## src/rtl/control_sequencer.sv

```systemverilog
// control_sequencer
//   Hardwired control unit for a simple register-class datapath. It steps an
//   instruction fetch (T0-T2) followed by a class-dependent execute (T3-T6),
//   one step per clock, and drives the datapath transfer strobes as a Moore
//   decode of the current state and the IR opcode.
//
//   State | meaning
//   ------+------------------------------------------------------------------
//   IDLE  | out of reset, nothing driven; leaves on the first clock edge
//   T0    | PC -> MAR, PC incremented into Z
//   T1    | Z -> PC (first cycle only), memory read, waits for Mem_ready
//   T2    | MDR -> IR
//   T3    | first execute step; opcode decoded from the live IR here
//   T4    | second execute step
//   T5    | third execute step
//   T6    | fourth execute step (mul/div only)
//   HALT  | stopped, only a reset leaves this state
//
// Ports
//   i_clk          system clock, rising edge
//   i_rst_n        asynchronous active-low reset
//   i_ir           datapath IR; opcode in [31:27]
//   i_mem_ready    memory data valid this cycle
//   i_stop         halt request, honoured only at an instruction boundary
//   o_pc_out .. o_y_in           datapath strobes
//   o_zlow_out .. o_hi_in        Z/LO/HI transfer strobes
//   o_gra .. o_r_out             register select / transfer strobes
//   o_operation    ALU function (opcode during the ALU step, else 0)
//   o_run          high while sequencing (T0-T6)
//   o_illegal      pulse in T3 for an undecodable opcode
//   o_bus_error    sticky memory-timeout flag
module control_sequencer #(
  parameter int MEM_WAIT_MAX = 15,
  parameter int OPW          = 5
) (
  input  logic           i_clk,
  input  logic           i_rst_n,
  input  logic [31:0]    i_ir,
  input  logic           i_mem_ready,
  input  logic           i_stop,
  output logic           o_pc_out,
  output logic           o_mar_in,
  output logic           o_inc_pc,
  output logic           o_z_in,
  output logic           o_pc_in,
  output logic           o_read,
  output logic           o_mdr_in,
  output logic           o_mdr_out,
  output logic           o_ir_in,
  output logic           o_y_in,
  output logic           o_zlow_out,
  output logic           o_zhigh_out,
  output logic           o_lo_in,
  output logic           o_hi_in,
  output logic           o_gra,
  output logic           o_grb,
  output logic           o_grc,
  output logic           o_r_in,
  output logic           o_r_out,
  output logic [OPW-1:0] o_operation,
  output logic           o_run,
  output logic           o_illegal,
  output logic           o_bus_error
);

  localparam int CW = $clog2(MEM_WAIT_MAX + 1);

  typedef enum logic [3:0] {
    S_IDLE, S_T0, S_T1, S_T2, S_T3, S_T4, S_T5, S_T6, S_HALT
  } state_t;

  state_t         r_state, w_next;
  logic [CW-1:0]  r_wait, w_wait_next;
  logic           r_bus_error, w_bus_error_next;
  logic [OPW-1:0] r_op;
  logic [OPW-1:0] w_op;
  logic           w_is_r3, w_is_md, w_is_r2;
  logic           w_boundary;
  state_t         w_exit;
  logic           w_unused_ir;

  assign w_unused_ir = ^i_ir[31-OPW:0];

  // The opcode is taken straight from IR in T3 and held in r_op for the rest
  // of the instruction, so a changing IR after T3 cannot disturb execution.
  assign w_op    = (r_state == S_T3) ? i_ir[31 -: OPW] : r_op;
  assign w_is_r3 = (w_op <= OPW'(10));
  assign w_is_md = (w_op == OPW'(15)) || (w_op == OPW'(16));
  assign w_is_r2 = (w_op == OPW'(17)) || (w_op == OPW'(18));

  // Last execute step of the current instruction; illegal opcodes end in T3.
  assign w_boundary = ((r_state == S_T3) && !(w_is_r3 || w_is_md || w_is_r2)) ||
                      ((r_state == S_T4) && w_is_r2) ||
                      ((r_state == S_T5) && w_is_r3) ||
                      ((r_state == S_T6) && w_is_md);
  assign w_exit     = i_stop ? S_HALT : S_T0;

  always_ff @(posedge i_clk or negedge i_rst_n) begin
    if (!i_rst_n) begin
      r_state     <= S_IDLE;
      r_wait      <= '0;
      r_bus_error <= 1'b0;
      r_op        <= '0;
    end else begin
      r_state     <= w_next;
      r_wait      <= w_wait_next;
      r_bus_error <= w_bus_error_next;
      if (r_state == S_T3) r_op <= i_ir[31 -: OPW];
    end
  end

  always_comb begin
    w_next           = r_state;
    w_wait_next      = r_wait;
    w_bus_error_next = r_bus_error;
    case (r_state)
      S_IDLE: w_next = S_T0;
      S_T0:   w_next = S_T1;
      S_T1: begin
        if (i_mem_ready) begin
          w_next      = S_T2;
          w_wait_next = '0;
        end else if (r_wait == CW'(MEM_WAIT_MAX - 1)) begin
          // This held cycle brings the count to MEM_WAIT_MAX: give up.
          w_next           = S_HALT;
          w_wait_next      = '0;
          w_bus_error_next = 1'b1;
        end else begin
          w_wait_next = r_wait + CW'(1);
        end
      end
      S_T2:   w_next = S_T3;
      S_T3:   w_next = w_boundary ? w_exit : S_T4;
      S_T4:   w_next = w_boundary ? w_exit : S_T5;
      S_T5:   w_next = w_boundary ? w_exit : S_T6;
      S_T6:   w_next = w_exit;
      S_HALT: w_next = S_HALT;
      default: w_next = S_IDLE;
    endcase
  end

  assign o_run       = (r_state != S_IDLE) && (r_state != S_HALT);
  assign o_bus_error = r_bus_error;

  always_comb begin
    o_pc_out    = 1'b0;
    o_mar_in    = 1'b0;
    o_inc_pc    = 1'b0;
    o_z_in      = 1'b0;
    o_pc_in     = 1'b0;
    o_read      = 1'b0;
    o_mdr_in    = 1'b0;
    o_mdr_out   = 1'b0;
    o_ir_in     = 1'b0;
    o_y_in      = 1'b0;
    o_zlow_out  = 1'b0;
    o_zhigh_out = 1'b0;
    o_lo_in     = 1'b0;
    o_hi_in     = 1'b0;
    o_gra       = 1'b0;
    o_grb       = 1'b0;
    o_grc       = 1'b0;
    o_r_in      = 1'b0;
    o_r_out     = 1'b0;
    o_operation = '0;
    o_illegal   = 1'b0;
    case (r_state)
      S_T0: begin
        o_pc_out = 1'b1;
        o_mar_in = 1'b1;
        o_inc_pc = 1'b1;
        o_z_in   = 1'b1;
      end
      S_T1: begin
        o_read   = 1'b1;
        o_mdr_in = 1'b1;
        // PC is reloaded only once, however long memory keeps us waiting.
        if (r_wait == '0) begin
          o_zlow_out = 1'b1;
          o_pc_in    = 1'b1;
        end
      end
      S_T2: begin
        o_mdr_out = 1'b1;
        o_ir_in   = 1'b1;
      end
      S_T3: begin
        if (w_is_r3) begin
          o_grb   = 1'b1;
          o_r_out = 1'b1;
          o_y_in  = 1'b1;
        end else if (w_is_md) begin
          o_gra   = 1'b1;
          o_r_out = 1'b1;
          o_y_in  = 1'b1;
        end else if (w_is_r2) begin
          o_grb       = 1'b1;
          o_r_out     = 1'b1;
          o_z_in      = 1'b1;
          o_operation = w_op;
        end else begin
          o_illegal = 1'b1;
        end
      end
      S_T4: begin
        if (w_is_r3) begin
          o_grc       = 1'b1;
          o_r_out     = 1'b1;
          o_z_in      = 1'b1;
          o_operation = w_op;
        end else if (w_is_md) begin
          o_grb       = 1'b1;
          o_r_out     = 1'b1;
          o_z_in      = 1'b1;
          o_operation = w_op;
        end else if (w_is_r2) begin
          o_zlow_out = 1'b1;
          o_gra      = 1'b1;
          o_r_in     = 1'b1;
        end
      end
      S_T5: begin
        if (w_is_r3) begin
          o_zlow_out = 1'b1;
          o_gra      = 1'b1;
          o_r_in     = 1'b1;
        end else if (w_is_md) begin
          o_zlow_out = 1'b1;
          o_lo_in    = 1'b1;
        end
      end
      S_T6: begin
        if (w_is_md) begin
          o_zhigh_out = 1'b1;
          o_hi_in     = 1'b1;
        end
      end
      default: ;
    endcase
  end

endmodule

```

## config.mk

```make
export PLATFORM = sky130hd
export DESIGN_NAME = control_sequencer
export DESIGN_NICKNAME = d
export VERILOG_FILES = /design/src/rtl/control_sequencer.sv
export SDC_FILE = /design/constraint.sdc
export NUM_CORES = 1
export LEC_CHECK = 0
export ABC_AREA = 1
export BUFFER_PORTS_ARGS = -buffer_cell sky130_fd_sc_hd__buf_2
export CORE_ASPECT_RATIO = 2
export CORE_MARGIN = 1.5
export CORE_UTILIZATION = 45
export DETAILED_ROUTE_END_ITERATION = 10
export GPL_TIMING_DRIVEN = 0
export PLACE_DENSITY = 0.87
export SLEW_MARGIN = 20
export SYNTH_ARGS = -nofsm -noshare
export SYNTH_HDL_FRONTEND = slang
export SYNTH_SLANG_ARGS = --single-unit
```

## constraint.sdc

```tcl
create_clock -name i_clk -period 3.4 [get_ports i_clk]
set_input_delay 0.68 -clock i_clk [delete_from_list [all_inputs] [get_ports i_clk]]
set_output_delay 0.68 -clock i_clk [all_outputs]
set_load 0.03 [all_outputs]
```

After elaboration in Yosys (flattened, before gate mapping)
Cells that the tools add are included.
{ "op_classes": {"addsub": 1, "magnitude_cmp": 1, "n_eq_ne": 15, "mux": 45, "bitwise_logic": 1, "reduce_logical": 17} }
{ "ops": {"columns": ["operator", "count"], "rows": [
  ["one-hot mux 4 bit (9 select lines)", 1],
  ["2-to-1 mux 4 bit", 8],
  ["2-to-1 mux 5 bit", 6],
  ["2-to-1 mux 1 bit", 23],
  ["equality test 4 x 3 -> 1 bit (second input constant)", 4],
  ["equality test 5 bit (second input constant)", 3],
  ["one-hot mux 5 bit (2 select lines)", 1],
  ["one-hot mux 1 bit (3 select lines)", 3],
  ["equality test 4 x 2 -> 1 bit (second input constant)", 2],
  ["equality test 4 bit (second input constant)", 2],
  ["logical NOT 4 bit", 2],
  ["logical OR 1 bit", 7],
  ["one-hot mux 1 bit (2 select lines)", 3],
  ["equality test 5 x 4 -> 1 bit (second input constant)", 1],
  ["less-or-equal comparator 5 x 4 -> 1 bit (second input constant)", 1],
  ["logical AND 1 bit", 5],
  ["adder 4 x 1 -> 4 bit (second input constant)", 1],
  ["equality test 4 x 1 -> 1 bit (second input constant)", 1],
  ["!= test 4 bit (second input constant)", 1],
  ["nonzero test 4 bit", 1],
  ["!= test 3 bit (second input constant)", 1],
  ["AND reduction 3 bit", 1],
  ["logical NOT 1 bit", 1],
  ["inverter 1 bit", 1]
]} }
{ "totals": {"ff_bits": 14, "inputBits": 36} }

Depth between registers and ports, before layout
Gate-level depths: netlist of the first run.
{ "logic_depth": {"word_depth": 13, "depth_mapped": 16, "depth_no_buf": 15} }

Worst setup path after synthesis of the first run
OpenSTA, ideal clock, no wires.
{ "synth_path": {"path_kind": "register to output", "from": "register r_state[0]", "to": "output port o_lo_in", "arrival_time_ns": 2.217, "required_time_ns": 2.720, "path_slack_ns": 0.503, "stages_incl_launch_ff": 9, "path_buffers": 1, "path_cell_list": "dfrtp_1 > nor2_4 > buf_6 > nand3_1 > nand2_2 > nand3_4 > nor2_2 > nor2_4 > nor4_1"} }
{ "synth_via": {"elab_chain_len": 7, "word_cells_on_any_way": 10, "classes_between": "order compare: 1; eq/ne: 4; mux: 4; reduce/logical: 1"} }
{ "synth_lines": {"columns": ["item", "line", "text"], "rows": [
  ["from (decl)", "72", "state_t r_state, w_next;"],
  ["from (signal assigned)", "105", "r_state <= w_next;"],
  ["parallel branches: the longest is 6 deep, another holds less-or-equal comparator 5 x 4 -> 1 bit", null, null],
  ["2-to-1 mux 1 bit (*)", "167", "case (r_state)"],
  ["to (decl)", "53", "output logic o_lo_in,"]
]} }
Every way passes the cells marked *.

Worst setup path after layout of the first run
{ "layout_path": {"from": "register r_state[0]", "to": "output port o_z_in"} }
{ "layout_via": {"elab_chain_len": 8, "word_cells_on_any_way": 17, "classes_between": "order compare: 1; eq/ne: 7; mux: 7; reduce/logical: 2"} }
{ "layout_lines": {"columns": ["item", "line", "text"], "rows": [
  ["equality test 4 x 3 -> 1 bit (*)", "86", "assign w_op = (r_state == S_T3) ? i_ir[31 -: OPW] : r_op;"],
  ["2-to-1 mux 5 bit (*)", null, null],
  ["via w_op[4]", "76", "logic [OPW-1:0] w_op;"],
  ["equality test 5 bit", "89", "assign w_is_r2 = (w_op == OPW'(17)) || (w_op == OPW'(18));"],
  ["logical OR 1 bit", "89", null],
  ["2-to-1 mux 1 bit", "196", "end else if (w_is_r2) begin"],
  ["2-to-1 mux 1 bit (2 in a row)", null, null],
  ["one-hot mux 1 bit (3 select lines) (*)", "167", null],
  ["to (decl)", "44", "output logic o_z_in,"]
]} }
The timed path passes the listed nets; every way through them passes the cells marked *.

==> impl_table.tex, run 1 <==
\begin{tabular}{lr}
\hline
Metric & Value \\
\hline
\multicolumn{2}{l}{\textbf{STA}} \\
Ratio of final minimum period to clock period & 0.926 \\
Max Slew Vio Count & 0 \\
Post-layout minimum cycle time & 3150 ps \\
Final Hold Fails & 0 \\
RSZ-0062 raised after global routing & no \\
Max frequency & 318 MHz \\
Clock Skews & 3.83 ps \\
Total negative slack for setup checks & 0 ps \\
Final setup margin & 251 ps \\
Transition at the pin with the smallest max-transition slack & 601 ps \\
Worst hold margin & 322 ps \\
Worst slew margin relative to its limit & 0.596 \\
Number of setup violations in the final report & 0 \\
\multicolumn{2}{l}{\textbf{Worst setup path}} \\
Startpoint-to-endpoint class of the critical path & register to output port \\
Worst setup path startpoint & r\_state[0] \\
Critical Path Max Stage Delay & 480 ps \\
Top Family by Delay on Critical Path & simple AND/OR/NAND/NOR gates \\
Number of gates on the worst path with buffers counted & 12 \\
Critical-path cell with the highest stage delay & sky130\_fd\_sc\_hd\_\_dfrtp\_1 \\
R2R depth & 12 \\
Start of the worst register-to-register path & r\_state[0] \\
Cell chain of the critical path & nor2\_4 -> nand2\_4 -> buf\_6 -> nand2\_2 -> nand2\_2 -> nand3\_4 -> nor2\_2 -> nor2\_4 -> nand2\_1 -> a22oi\_1 -> nand2\_1 -> buf\_2 \\
Arrival time at the worst endpoint & 2470 ps \\
Crit end category & output port \\
Top fanout value on the critical path & 10 \\
Worst EP required & 2720 ps \\
Startpoint type of the worst setup path & register \\
Critical path buffers and inverters & 2 \\
\multicolumn{2}{l}{\textbf{Pwr}} \\
Static leakage & 0.849 nW \\
Combinational cell fraction of total power & 0.688 \\
Power density over cell area & 1040 nW/um\^{}2 \\
Share of total power consumed by net switching & 0.560 \\
Pint & 0.000677 W \\
Portion of total power attributed to the clock network & 0.105 \\
Seq pwr share & 0.207 \\
Tot Pwr & 0.00154 W \\
Sw power & 0.000862 W \\
Peak ir drop on the vdd network & 613 uV \\
\multicolumn{2}{l}{\textbf{Floorplan}} \\
Placeable core area & 2570 sq um \\
Die height & 76.4 um \\
Row cnt & 26 \\
Initial Util & 0.471 \\
Num ports & 63 \\
Die extent in x & 39.7 um \\
Full die area & 3030 sq um \\
\multicolumn{2}{l}{\textbf{Cells and area}} \\
Commonest cells after routing, fill and taps aside & 35 x sky130\_fd\_sc\_hd\_\_buf\_2, 32 x sky130\_fd\_sc\_hd\_\_nand2\_1, 28 x sky130\_fd\_sc\_hd\_\_inv\_1, 14 x sky130\_fd\_sc\_hd\_\_dfrtp\_1 \\
Filler cell count & 241 \\
Antenna cells & 0 \\
Fraction of layout instances using a drive strength above 1 & 0.371 \\
Post-route standard cell area excluding fillers & 1480 sq um \\
Number of nets in the final layout & 245 \\
Area delta synth->final & 21.9\% \\
Leading cell type in the layout, fill and taps excluded & sky130\_fd\_sc\_hd\_\_buf\_2 \\
\multicolumn{2}{l}{\textbf{Logic synthesis}} \\
Post-Synthesis Mean Instance Area & 7.30 sq um \\
Portion of the post-synthesis area used by sequential elements & 0.289 \\
FFs w/ async S/R, synth & 1.00 \\
Post-synthesis cell type count & 32 \\
Number of synthesized register bits & 14 \\
Yosys warning count & 0 \\
Commonest register cell after synthesis & sky130\_fd\_sc\_hd\_\_dfrtp\_1 \\
Cells after synthesis & 166 \\
Post-synthesis instance area & 1210 sq um \\
Number of flops mapped to enable cells by yosys & 0 \\
Net count after synthesis & 205 \\
\multicolumn{2}{l}{\textbf{Global routing}} \\
Global-route wire length before repair & 5290 um \\
Maximum number of pins on one net before global-route repair & 15 \\
Antenna violations before repair & 0 \\
Total track usage & 0.244 \\
Vias in the first global route & 1,237 \\
GRT Residual Overflow & 0 \\
\multicolumn{2}{l}{\textbf{Routing}} \\
Detailed Route WL & 3070 um \\
DRC violations left & 0 \\
Routed via count divided by cell count & 5.09 \\
Routed via count & 1,186 \\
TritonRoute pass-1 iters & 4 \\
Initial DRC count & 40 \\
Routed wire length per instance & 13.2 um \\
Post-DRT Antenna Nets & 0 \\
\multicolumn{2}{l}{\textbf{Clock network}} \\
Buffer levels on the longest clock path & 2 \\
H-tree levels & 1 \\
TritonCTS buffer count & 3 \\
Post-CTS resize count & 0 \\
Clock latency on the worst-skew pair & 240 ps \\
CTS Root Buffer Type & sky130\_fd\_sc\_hd\_\_clkbuf\_8 \\
Clock-pin transition on the worst setup and hold timing paths & 60 ps \\
Number of buffers added to fix hold violations after cts & 0 \\
Post-CTS setup buffer count & 0 \\
Number of sinks handled by clock tree synthesis & 14 \\
CTS tree & yes \\
\multicolumn{2}{l}{\textbf{Hold path}} \\
Class of the worst hold path & primary input to asynchronous set/reset pin \\
\multicolumn{2}{l}{\textbf{Run}} \\
Max cap viols & 0 \\
\multicolumn{2}{l}{\textbf{Place}} \\
Cell area after placement & 1420 sq um \\
Worst setup slack before clock tree synthesis & 546 ps \\
Number of port buffers & 35 \\
Routability Congestion & 0.880 \\
Detailed Place HPWL & 2410 um \\
\multicolumn{2}{l}{\textbf{Status}} \\
Outcome & finished, final reports clean \\
\hline
\end{tabular}
## metrics by stage
step,instances,utilization
2_1_floorplan,166,-
3_3_place_gp,229,0.553
3_5_place_dp,229,0.553
4_1_cts,233,0.574
5_1_grt,233,0.574
6_report,233,0.574
## registers in the layout (all words and copies together), names as in the netlist
register	cells
r_wait	4
r_op	5
r_state	4
o_bus_error	1
## kinds of logic after synthesis
family | synth area share
compound gates | 0.0992
flops | 0.289
simple gates | 0.411
fa+ha+maj | 0.0310
buf+inv | 0.155
xor+xnor | 0.0145
## power groups by stage
stage	clock network, W	registers (W)	logic (W)
after floorplan	0	0.000303	0.000829
after global placement	0	0.000311	0.00103
after detailed placement	0	0.000316	0.00105
after CTS	0.000162	0.000317	0.00106
after global routing	0.000167	0.000327	0.00116
final	0.000161	0.000318	0.00106
## worst paths after layout
check	to	slack, ps
worst max-delay path	o_z_in	250
worst min-delay path	r_state[2]	320
worst max register to register	r_state[3]	1390
worst min register to register	o_bus_error	500
max in group asynchronous	r_op[0]	2840
min in group i_clk	o_bus_error	500
## synth_stat cells (2+ instances only)
cell type	number	area, sq um
sky130_fd_sc_hd__buf_4	5	37.5
sky130_fd_sc_hd__buf_6	3	33.8
sky130_fd_sc_hd__dfrtp_1	14	350
sky130_fd_sc_hd__ha_1	3	37.5
sky130_fd_sc_hd__inv_1	28	105
sky130_fd_sc_hd__inv_2	3	11.3
sky130_fd_sc_hd__nand2_1	32	120
sky130_fd_sc_hd__nand2_2	12	75.1
sky130_fd_sc_hd__nand3_1	11	55.1
sky130_fd_sc_hd__nand3_2	2	20.0
sky130_fd_sc_hd__nand3_4	2	35.0
sky130_fd_sc_hd__nand3b_1	4	30.0
sky130_fd_sc_hd__nand4_1	2	12.5
sky130_fd_sc_hd__nor2_1	12	45.0
sky130_fd_sc_hd__nor2_2	2	12.5
sky130_fd_sc_hd__nor2_4	4	45.0
sky130_fd_sc_hd__nor3_1	4	20.0
sky130_fd_sc_hd__o21ai_0	5	25.0
sky130_fd_sc_hd__o21ai_1	2	10.0
sky130_fd_sc_hd__o22ai_1	4	25.0
## cell type report
cell class                      instances  area, sq um  share of cell area
Multi-Input combinational cell        113          673               0.456
Sequential cell                        14          350               0.237
Timing Repair Buffer                   35          175               0.119
Inverter                               31          116              0.0788
Buffer                                  8         71.3              0.0483
Clock buffer                            4         55.1              0.0373
Tap cell                               28         35.0              0.0237
## worst register-to-register path, cell delays in order (launching register included)
cell	delay, ps
sky130_fd_sc_hd__dfrtp_1	480
sky130_fd_sc_hd__nor2_4	250
sky130_fd_sc_hd__buf_6	180
sky130_fd_sc_hd__nand3_1	100
sky130_fd_sc_hd__nand2_2	130
sky130_fd_sc_hd__nand3_4	100
sky130_fd_sc_hd__nor2_4	160
sky130_fd_sc_hd__nand2_2	80
sky130_fd_sc_hd__nand2_2	100
sky130_fd_sc_hd__inv_2	50
sky130_fd_sc_hd__nand3_4	120
sky130_fd_sc_hd__nand3_2	80
sky130_fd_sc_hd__a21oi_2	120
## layer usage
metal	vias to the layer above	global-route usage	share of wire
met3	10	0.0233	0.021
met5	-	0	0
met2	26	0.436	0.60
met4	0	0.141	0.040
met1	549	0.242	0.34
li1	601	-	-
Note: power is estimated with default switching activity, not from simulation.
==> run 2, diff against run 1 <==
--- a/config.mk
+++ b/config.mk
@@ -5,7 +5,6 @@
 export SDC_FILE = /design/constraint.sdc
 export NUM_CORES = 1
 export LEC_CHECK = 0
-export ABC_AREA = 1
 export BUFFER_PORTS_ARGS = -buffer_cell sky130_fd_sc_hd__buf_2
 export CORE_ASPECT_RATIO = 2
 export CORE_MARGIN = 1.5
==> constraint.sdc (replaced) <==
create_clock -name i_clk -period 3.4 [get_ports i_clk]
set_input_delay 0.68 -clock i_clk [delete_from_list [all_inputs] [get_ports i_clk]]
set_output_delay 0.68 -clock i_clk [all_outputs]
set_load 0.05 [all_outputs]
==> run 2 against run 1 <==
- critical path depth decreased by 5
- setup slack got worse by 120 ps
- first-iteration DRC count decreased by 7.5%
- register-to-register slack got worse by 160 ps
- global-route usage decreased by 0.57 points
- routed wire length increased by 5.9%
- sequential power increased by 6.6%
- core utilization increased by 1.4 points
- fmax decreased by 3.5%
- via count increased by 8.7%
- critical endpoint is now o_grb
- largest cell class unchanged
==> impl_table.tex, run 2 <==
\begin{tabular}{lr}
\hline
Metric & Value \\
\hline
\multicolumn{2}{l}{\textbf{Status}} \\
Outcome & finished, final reports clean (unchanged) \\
\multicolumn{2}{l}{\textbf{STA}} \\
Max frequency & 306 MHz (was 318 MHz) \\
Transition at the pin with the smallest max-transition slack & 545 ps (was 601 ps) \\
Post-layout minimum cycle time & 3260 ps (was 3150 ps) \\
Total negative slack for setup checks & 0 ps (unchanged) \\
RSZ-0062 raised after global routing & no (unchanged) \\
Max Slew Vio Count & 0 (unchanged) \\
Worst slew margin relative to its limit & 0.634 (was 0.596) \\
Number of setup violations in the final report & 0 (unchanged) \\
Ratio of final minimum period to clock period & 0.960 (was 0.926) \\
Clock Skews & 8.94 ps (was 3.83 ps) \\
Final Hold Fails & 0 (unchanged) \\
Worst hold margin & 322 ps (about the same) \\
\multicolumn{2}{l}{\textbf{Logic synthesis}} \\
Yosys warning count & 0 (unchanged) \\
Area share of the leading cell type in the synthesized netlist & 0.291 (was 0.289) \\
Leading post-synthesis cells by instance count & 16 x sky130\_fd\_sc\_hd\_\_nand2\_1, 14 x sky130\_fd\_sc\_hd\_\_dfrtp\_1, 12 x sky130\_fd\_sc\_hd\_\_inv\_1 (was 32 x sky130\_fd\_sc\_hd\_\_nand2\_1, 28 x sky130\_fd\_sc\_hd\_\_inv\_1, 14 x sky130\_fd\_sc\_hd\_\_dfrtp\_1) \\
Number of flops mapped to enable cells by yosys & 0 (unchanged) \\
Most repeated cell in the gate-level netlist after synthesis & sky130\_fd\_sc\_hd\_\_nand2\_1 (unchanged) \\
Number of synthesized register bits & 14 (unchanged) \\
Post-synthesis cell type with the largest combined area & sky130\_fd\_sc\_hd\_\_dfrtp\_1 (unchanged) \\
Synth top area cells & sky130\_fd\_sc\_hd\_\_dfrtp\_1 29\%, sky130\_fd\_sc\_hd\_\_nand2\_1 5.0\%, sky130\_fd\_sc\_hd\_\_o21ai\_0 4.6\% (was sky130\_fd\_sc\_hd\_\_dfrtp\_1 29\%, sky130\_fd\_sc\_hd\_\_nand2\_1 9.9\%, sky130\_fd\_sc\_hd\_\_inv\_1 8.7\%) \\
Commonest register cell after synthesis & sky130\_fd\_sc\_hd\_\_dfrtp\_1 (unchanged) \\
Cells after synthesis & 152 (was 166) \\
Post-synthesis instance area & 1200 sq um (was 1210 sq um) \\
Post-Synthesis Mean Instance Area & 7.92 sq um (was 7.30 sq um) \\
Post-synthesis cell type count & 44 (was 32) \\
Net count after synthesis & 191 (was 205) \\
FFs w/ async S/R, synth & 1.00 (unchanged) \\
Portion of the post-synthesis area used by sequential elements & 0.291 (was 0.289) \\
\multicolumn{2}{l}{\textbf{Worst setup path}} \\
Arrival time at the worst endpoint & 2580 ps (was 2470 ps) \\
Worst EP required & 2720 ps (about the same) \\
Crit end category & output port (unchanged) \\
Startpoint-to-endpoint class of the critical path & register to output port (unchanged) \\
Startpoint type of the worst setup path & register (unchanged) \\
Top fanout value on the critical path & 8 (was 10) \\
\multicolumn{2}{l}{\textbf{Global routing}} \\
GRT Residual Overflow & 0 (unchanged) \\
Vias in the first global route & 1,204 (was 1,237) \\
Total track usage & 0.238 (was 0.244) \\
Global-route wire length before repair & 5220 um (was 5290 um) \\
Antenna violations before repair & 0 (unchanged) \\
Maximum number of pins on one net before global-route repair & 15 (unchanged) \\
\multicolumn{2}{l}{\textbf{Pwr}} \\
Power density over cell area & 1060 nW/um\^{}2 (was 1040 nW/um\^{}2) \\
Sw power & 0.000898 W (was 0.000862 W) \\
Peak ir drop on the vdd network & 691 uV (was 613 uV) \\
Combinational cell fraction of total power & 0.677 (was 0.688) \\
Pint & 0.000679 W (was 0.000677 W) \\
Portion of total power attributed to the clock network & 0.107 (was 0.105) \\
Share of total power consumed by net switching & 0.570 (was 0.560) \\
Static leakage & 0.721 nW (was 0.849 nW) \\
Seq pwr share & 0.215 (was 0.207) \\
\multicolumn{2}{l}{\textbf{Floorplan}} \\
Row cnt & 26 (unchanged) \\
Initial Util & 0.474 (was 0.471) \\
Placeable core area & 2540 sq um (was 2570 sq um) \\
Die extent in x & 39.6 um (was 39.7 um) \\
Num ports & 63 (unchanged) \\
Full die area & 3010 sq um (was 3030 sq um) \\
Die height & 76.1 um (was 76.4 um) \\
\multicolumn{2}{l}{\textbf{Place}} \\
Routability Congestion & 0.938 (was 0.880) \\
Total instance count after detailed placement & 213 (was 229) \\
Number of port buffers & 33 (was 35) \\
Detailed Place HPWL & 2540 um (was 2410 um) \\
Cell area after placement & 1430 sq um (was 1420 sq um) \\
\multicolumn{2}{l}{\textbf{Cells and area}} \\
Number of nets in the final layout & 230 (was 245) \\
Finished Layout Cells & 218 (was 233) \\
Regs by FF count & r\_op x5, r\_state x4, r\_wait x4 (unchanged) \\
Fraction of layout instances using a drive strength above 1 & 0.300 (was 0.371) \\
Largest register by flop count & r\_op (unchanged) \\
Final design utilization & 0.589 (was 0.574) \\
Flip-flop count of the largest register after layout & 5 (unchanged) \\
Commonest cells after routing, fill and taps aside & 33 x sky130\_fd\_sc\_hd\_\_buf\_2, 16 x sky130\_fd\_sc\_hd\_\_nand2\_1, 14 x sky130\_fd\_sc\_hd\_\_dfrtp\_1, 12 x sky130\_fd\_sc\_hd\_\_inv\_1, 11 x sky130\_fd\_sc\_hd\_\_o21ai\_0 (was 35 x sky130\_fd\_sc\_hd\_\_buf\_2, 32 x sky130\_fd\_sc\_hd\_\_nand2\_1, 28 x sky130\_fd\_sc\_hd\_\_inv\_1, 14 x sky130\_fd\_sc\_hd\_\_dfrtp\_1) \\
Area delta synth->final & 24.1\% (was 21.9\%) \\
Leading cell type in the layout, fill and taps excluded & sky130\_fd\_sc\_hd\_\_buf\_2 (unchanged) \\
Filler cell count & 246 (was 241) \\
Post-route standard cell area excluding fillers & 1490 sq um (was 1480 sq um) \\
Antenna cells & 0 (unchanged) \\
\multicolumn{2}{l}{\textbf{Clock network}} \\
Number of sinks handled by clock tree synthesis & 14 (unchanged) \\
Clock latency on the worst-skew pair & 260 ps (was 240 ps) \\
Number of buffers added to fix hold violations after cts & 0 (unchanged) \\
Buffer levels on the longest clock path & 2 (unchanged) \\
CTS tree & yes (unchanged) \\
Clock-pin transition on the worst setup and hold timing paths & 60 ps (about the same) \\
H-tree levels & 1 (unchanged) \\
TritonCTS buffer count & 3 (unchanged) \\
CTS Root Buffer Type & sky130\_fd\_sc\_hd\_\_clkbuf\_8 (unchanged) \\
\multicolumn{2}{l}{\textbf{Routing}} \\
Routed via count & 1,289 (was 1,186) \\
Routed via count divided by cell count & 5.91 (was 5.09) \\
Initial DRC count & 37 (was 40) \\
Routed wire length per instance & 14.9 um (was 13.2 um) \\
TritonRoute pass-1 iters & 4 (unchanged) \\
Detailed Route WL & 3250 um (was 3070 um) \\
DRC violations left & 0 (unchanged) \\
Post-DRT Antenna Nets & 0 (unchanged) \\
\multicolumn{2}{l}{\textbf{Hold path}} \\
Class of the worst hold path & primary input to asynchronous set/reset pin (unchanged) \\
\multicolumn{2}{l}{\textbf{Run}} \\
Max cap viols & 0 (unchanged) \\
\hline
\end{tabular}
[run 2: worst max-delay path, stage by stage (launching register included)]
cell,delay (ps)
sky130_fd_sc_hd__dfrtp_1,430
sky130_fd_sc_hd__nand2b_2,300
sky130_fd_sc_hd__or3_1,360
sky130_fd_sc_hd__clkbuf_1,220
sky130_fd_sc_hd__o31ai_1,270
sky130_fd_sc_hd__a211oi_1,120
sky130_fd_sc_hd__a2111oi_2,340
sky130_fd_sc_hd__clkbuf_4,290
[run 2: kinds of logic after synthesis]
kind of cell / synth area share
AO/OA/AOI/OAI: 0.251
XOR/XNOR: 0.0146
adder cells (fa/ha/maj): 0.0312
buffers and inverters: 0.0977
flip-flops: 0.291
multiplexers: 0.0385
AND/OR/NAND/NOR: 0.277
[run 2: through the flow]
stage | worst slack [ps] | total power (W)
6_report | 135 | 0.00158
5_1_grt | 10.8 | 0.00168
4_1_cts | 19.5 | 0.00156
3_5_place_dp | 274 | 0.00139
3_3_place_gp | 343 | 0.00137
2_1_floorplan | 57.0 | 0.00117
[run 2: repair_timing]
action,CTS,global route
buffers inserted,0,1
endpoints found under the setup margin,1,2
pin swaps,1,1
gates resized for setup,0,2
endpoints found under the hold margin,0,0
[run 2: per-layer routing]
metal	GRT usage	wire [um]	vias to the layer above
met3	0.0583	151	11
met1	0.245	1200	611
met2	0.411	1790	48
li1	-	-	619
met5	0	0	-
met4	0.110	111	0
[run 2: area by class of cell]
cell class	instances	area (sq um)	share of cell area
plain buffers	14	72.6	0.0486
clock buffers	4	55.1	0.0369
inverters	12	45.0	0.0302
multi-input cells	112	761	0.509
flip-flops and latches	14	350	0.235
well taps	28	35.0	0.0235
repair buffers	34	175	0.117
[run 2: power by group through the flow]
stage | clock (W) | combinational [W] | sequential, W
after global placement | 0 | 0.00104 | 0.000333
after CTS | 0.000169 | 0.00106 | 0.000335
after global routing | 0.000180 | 0.00115 | 0.000348
after detailed placement | 0 | 0.00105 | 0.000338
after floorplan | 0 | 0.000860 | 0.000309
final | 0.000169 | 0.00107 | 0.000339
[run 2: worst paths after layout]
path | start | endpoint | slack (ps) | depth (start not counted)
setup / recovery | r_state[3] | o_grb | 140 | 7
hold / removal | i_rst_n | r_op[3] | 320 | 1
setup reg to reg | r_state[3] | r_state[0] | 1230 | 5
hold reg to reg | o_bus_error | o_bus_error | 480 | 2
max in group asynchronous | i_rst_n | o_bus_error | 2810 | 1
min in group i_clk | o_bus_error | o_bus_error | 480 | 2
==> run 3, diff against run 2 <==
--- a/config.mk
+++ b/config.mk
@@ -5,13 +5,13 @@
 export SDC_FILE = /design/constraint.sdc
 export NUM_CORES = 1
 export LEC_CHECK = 0
-export BUFFER_PORTS_ARGS = -buffer_cell sky130_fd_sc_hd__buf_2
 export CORE_ASPECT_RATIO = 2
 export CORE_MARGIN = 1.5
 export CORE_UTILIZATION = 45
 export DETAILED_ROUTE_END_ITERATION = 10
+export DONT_BUFFER_PORTS = 1
 export GPL_TIMING_DRIVEN = 0
-export PLACE_DENSITY = 0.87
+export PLACE_DENSITY = 0.67
 export SLEW_MARGIN = 20
 export SYNTH_ARGS = -nofsm -noshare
 export SYNTH_HDL_FRONTEND = slang
==> run 3 against run 2 <==
- count of clock-buffer cells in the layout unchanged
- critical path type unchanged
- worst hold slack got worse by 200 ps
- fmax decreased by 1.9%
- power decreased by 0.64%
- global-route usage increased by 0.14 points
- first-iteration DRC count increased by 2.7%
- routed wire length decreased by 1.2%
- sequential power about the same
- combinational power about the same
- via count decreased by 11%
- largest power group unchanged
- clock skew decreased by 7.6 ps
- largest cell class unchanged
- final cell count decreased by 13%
==> impl_table.tex, run 3 (synthesis gave the netlist of run 2 again) <==
\begin{tabular}{lr}
\hline
Metric & Value \\
\hline
\multicolumn{2}{l}{\textbf{Cells and area}} \\
Leading cell type in the layout, fill and taps excluded & sky130\_fd\_sc\_hd\_\_nand2\_1 (was sky130\_fd\_sc\_hd\_\_buf\_2) \\
Sequential cell area & 350 sq um (unchanged) \\
Number of nets in the final layout & 202 (was 230) \\
Flip-flop count of the largest register after layout & 5 (unchanged) \\
Filler cell count & 245 (was 246) \\
Final design utilization & 0.553 (was 0.589) \\
Antenna cells & 0 (unchanged) \\
Largest register by flop count & r\_op (unchanged) \\
Commonest cells after routing, fill and taps aside & 16 x sky130\_fd\_sc\_hd\_\_nand2\_1, 14 x sky130\_fd\_sc\_hd\_\_dfrtp\_1, 12 x sky130\_fd\_sc\_hd\_\_inv\_1 (was 33 x sky130\_fd\_sc\_hd\_\_buf\_2, 16 x sky130\_fd\_sc\_hd\_\_nand2\_1, 14 x sky130\_fd\_sc\_hd\_\_dfrtp\_1, 12 x sky130\_fd\_sc\_hd\_\_inv\_1, 11 x sky130\_fd\_sc\_hd\_\_o21ai\_0) \\
Area of combinational cells with multiple inputs & 808 sq um (was 761 sq um) \\
Regs by FF count & r\_op x5, r\_state x4, r\_wait x4 (unchanged) \\
Fraction of layout instances using a drive strength above 1 & 0.198 (was 0.300) \\
Area delta synth->final & 16.6\% (was 24.1\%) \\
\multicolumn{2}{l}{\textbf{Clock network}} \\
CTS tree & yes (unchanged) \\
Clock-pin transition on the worst setup and hold timing paths & 60 ps (about the same) \\
Number of buffers added to fix hold violations after cts & 0 (unchanged) \\
H-tree levels & 1 (unchanged) \\
Clock latency on the worst-skew pair & 250 ps (was 260 ps) \\
Buffer levels on the longest clock path & 2 (unchanged) \\
CTS Root Buffer Type & sky130\_fd\_sc\_hd\_\_clkbuf\_8 (unchanged) \\
Number of sinks handled by clock tree synthesis & 14 (unchanged) \\
TritonCTS buffer count & 3 (unchanged) \\
\multicolumn{2}{l}{\textbf{STA}} \\
Number of setup violations in the final report & 0 (unchanged) \\
Transition at the pin with the smallest max-transition slack & 1150 ps (was 545 ps) \\
RSZ-0062 raised after global routing & yes (was no) \\
Worst slew margin relative to its limit & 0.250 (was 0.634) \\
Post-layout minimum cycle time & 3330 ps (was 3260 ps) \\
Worst hold margin & 117 ps (was 322 ps) \\
Max frequency & 301 MHz (was 306 MHz) \\
Final setup margin & 72.5 ps (was 135 ps) \\
Ratio of final minimum period to clock period & 0.979 (was 0.960) \\
Total negative slack for setup checks & 0 ps (unchanged) \\
Clock Skews & 1.35 ps (was 8.94 ps) \\
Final Hold Fails & 0 (unchanged) \\
Max Slew Vio Count & 0 (unchanged) \\
\multicolumn{2}{l}{\textbf{Worst setup path}} \\
Top Family by Delay on Critical Path & simple AND/OR/NAND/NOR gates (was compound AO/OA/AOI/OAI gates) \\
R2R depth & 6 (was 5) \\
Startpoint type of the worst setup path & register (unchanged) \\
Cell chain of the critical path & nor4b\_4 -> buf\_4 -> mux2i\_2 -> o32ai\_2 -> nor4\_4 -> a2111oi\_4 (was nand2b\_2 -> or3\_1 -> clkbuf\_1 -> o31ai\_1 -> a211oi\_1 -> a2111oi\_2 -> clkbuf\_4) \\
Arrival time at the worst endpoint & 2650 ps (was 2580 ps) \\
Worst EP required & 2720 ps (about the same) \\
Critical Path Max Stage Delay & 860 ps (was 430 ps) \\
Crit end category & output port (unchanged) \\
Worst reg-to-reg setup slack & 860 ps (was 1230 ps) \\
Critical path buffers and inverters & 1 (was 2) \\
Number of gates on the worst path with buffers counted & 6 (was 7) \\
Critical-path cell with the highest stage delay & sky130\_fd\_sc\_hd\_\_nor4\_4 (was sky130\_fd\_sc\_hd\_\_dfrtp\_1) \\
Top fanout value on the critical path & 5 (was 8) \\
Startpoint-to-endpoint class of the critical path & register to output port (unchanged) \\
\multicolumn{2}{l}{\textbf{Global routing}} \\
Global-route wire length before repair & 5290 um (was 5220 um) \\
Maximum number of pins on one net before global-route repair & 15 (unchanged) \\
Total track usage & 0.240 (was 0.238) \\
Antenna violations before repair & 0 (unchanged) \\
Vias in the first global route & 1,200 (was 1,204) \\
GRT Residual Overflow & 0 (unchanged) \\
\multicolumn{2}{l}{\textbf{Pwr}} \\
Portion of total power attributed to the clock network & 0.107 (about the same) \\
Static leakage & 0.598 nW (was 0.721 nW) \\
Sw power & 0.000909 W (was 0.000898 W) \\
Peak ir drop on the vdd network & 497 uV (was 691 uV) \\
Power density over cell area & 1120 nW/um\^{}2 (was 1060 nW/um\^{}2) \\
Seq pwr share & 0.216 (was 0.215) \\
Share of total power consumed by net switching & 0.580 (was 0.570) \\
Pint & 0.000658 W (was 0.000679 W) \\
Combinational cell fraction of total power & 0.677 (about the same) \\
Tot Pwr & 0.00157 W (was 0.00158 W) \\
\multicolumn{2}{l}{\textbf{Floorplan}} \\
Full die area & 3010 sq um (unchanged) \\
Die height & 76.1 um (unchanged) \\
Initial Util & 0.474 (unchanged) \\
Placeable core area & 2540 sq um (unchanged) \\
Num ports & 63 (unchanged) \\
Die extent in x & 39.6 um (unchanged) \\
Row cnt & 26 (unchanged) \\
\multicolumn{2}{l}{\textbf{Routing}} \\
Routed via count & 1,152 (was 1,289) \\
Detailed Route WL & 3210 um (was 3250 um) \\
DRC violations left & 0 (unchanged) \\
Initial DRC count & 38 (was 37) \\
TritonRoute pass-1 iters & 4 (unchanged) \\
Routed via count divided by cell count & 6.06 (was 5.91) \\
Routed wire length per instance & 16.9 um (was 14.9 um) \\
Post-DRT Antenna Nets & 0 (unchanged) \\
\multicolumn{2}{l}{\textbf{Hold path}} \\
Class of the worst hold path & primary input to asynchronous set/reset pin (unchanged) \\
\multicolumn{2}{l}{\textbf{Place}} \\
Routability Congestion & 0.863 (was 0.938) \\
Detailed Place HPWL & 2530 um (was 2540 um) \\
Number of port buffers & 0 (was 33) \\
Worst setup slack before clock tree synthesis & 77.4 ps (was 274 ps) \\
\multicolumn{2}{l}{\textbf{Run}} \\
Max cap viols & 0 (unchanged) \\
\multicolumn{2}{l}{\textbf{Status}} \\
Outcome & finished, final reports clean (unchanged) \\
\hline
\end{tabular}
## run 3: cell count changes in the layout (fill, tap and decap cells not counted), moves of 2 or more
cell | before | now
sky130_fd_sc_hd__buf_1 | 0 | 2
sky130_fd_sc_hd__nor3_1 | 7 | 3
sky130_fd_sc_hd__buf_4 | 6 | 9
sky130_fd_sc_hd__buf_2 | 33 | 1
sky130_fd_sc_hd__nor3_2 | 1 | 4
## run 3: worst register-to-register path: stages, from the launching register on
cell and delay [ps]:
sky130_fd_sc_hd__dfrtp_1 430, sky130_fd_sc_hd__nor4b_4 360, sky130_fd_sc_hd__buf_4 180, sky130_fd_sc_hd__mux2i_2 210, sky130_fd_sc_hd__o32ai_2 130, sky130_fd_sc_hd__nor4_4 860, sky130_fd_sc_hd__o32ai_1 220
## run 3: per-stage QoR
| step | cells | cell area (sq um) |
|---|---|---|
| finish | 190 | 1400 |
| global route | 190 | 1400 |
| CTS | 190 | 1400 |
| detailed placement | 184 | 1320 |
| global placement | 180 | 1260 |
| floorplan | 152 | 1230 |
## run 3: routing by layer
layer	vias to the layer above	global-route usage	routed length, um
li1	557	-	-
met4	0	0.0759	46
met2	32	0.436	1820
met3	5	0.0466	165
met5	-	0	0
met1	558	0.248	1180
## run 3: layout make-up
cell class / count / area share
flip-flops and latches: 14 / 0.250
multi-input cells: 112 / 0.576
inverters: 12 / 0.0321
clock buffers: 4 / 0.0392
plain buffers: 14 / 0.0517
well taps: 28 / 0.0250
repair buffers: 6 / 0.0267
## run 3: final timing paths
check	startpoint	endpoint
min in group i_clk	i_mem_ready	o_bus_error
min reg2reg	r_wait[3]	r_wait[3]
max	r_state[3]	o_r_out
max reg2reg	r_state[3]	r_state[0]
max in group asynchronous	i_rst_n	r_state[2]
min	i_rst_n	r_op[1]
## run 3: power by group through the flow
stage / Sequential (W) / Combinational, W / Clock, W
finish: 0.000338 / 0.00106 / 0.000168
global route: 0.000348 / 0.00114 / 0.000181
CTS: 0.000333 / 0.00105 / 0.000171
detailed placement: 0.000335 / 0.00103 / 0
global placement: 0.000328 / 0.000953 / 0
floorplan: 0.000309 / 0.000860 / 0
## run 3: timing repair
| item | in CTS | in global routing |
|---|---|---|
| pin swaps | 4 | 1 |
| setup endpoints to repair | 3 | 2 |
| resized for setup | 2 | 2 |
| buffers inserted | 2 | 0 |
| endpoints found under the hold margin | 0 | 0 |
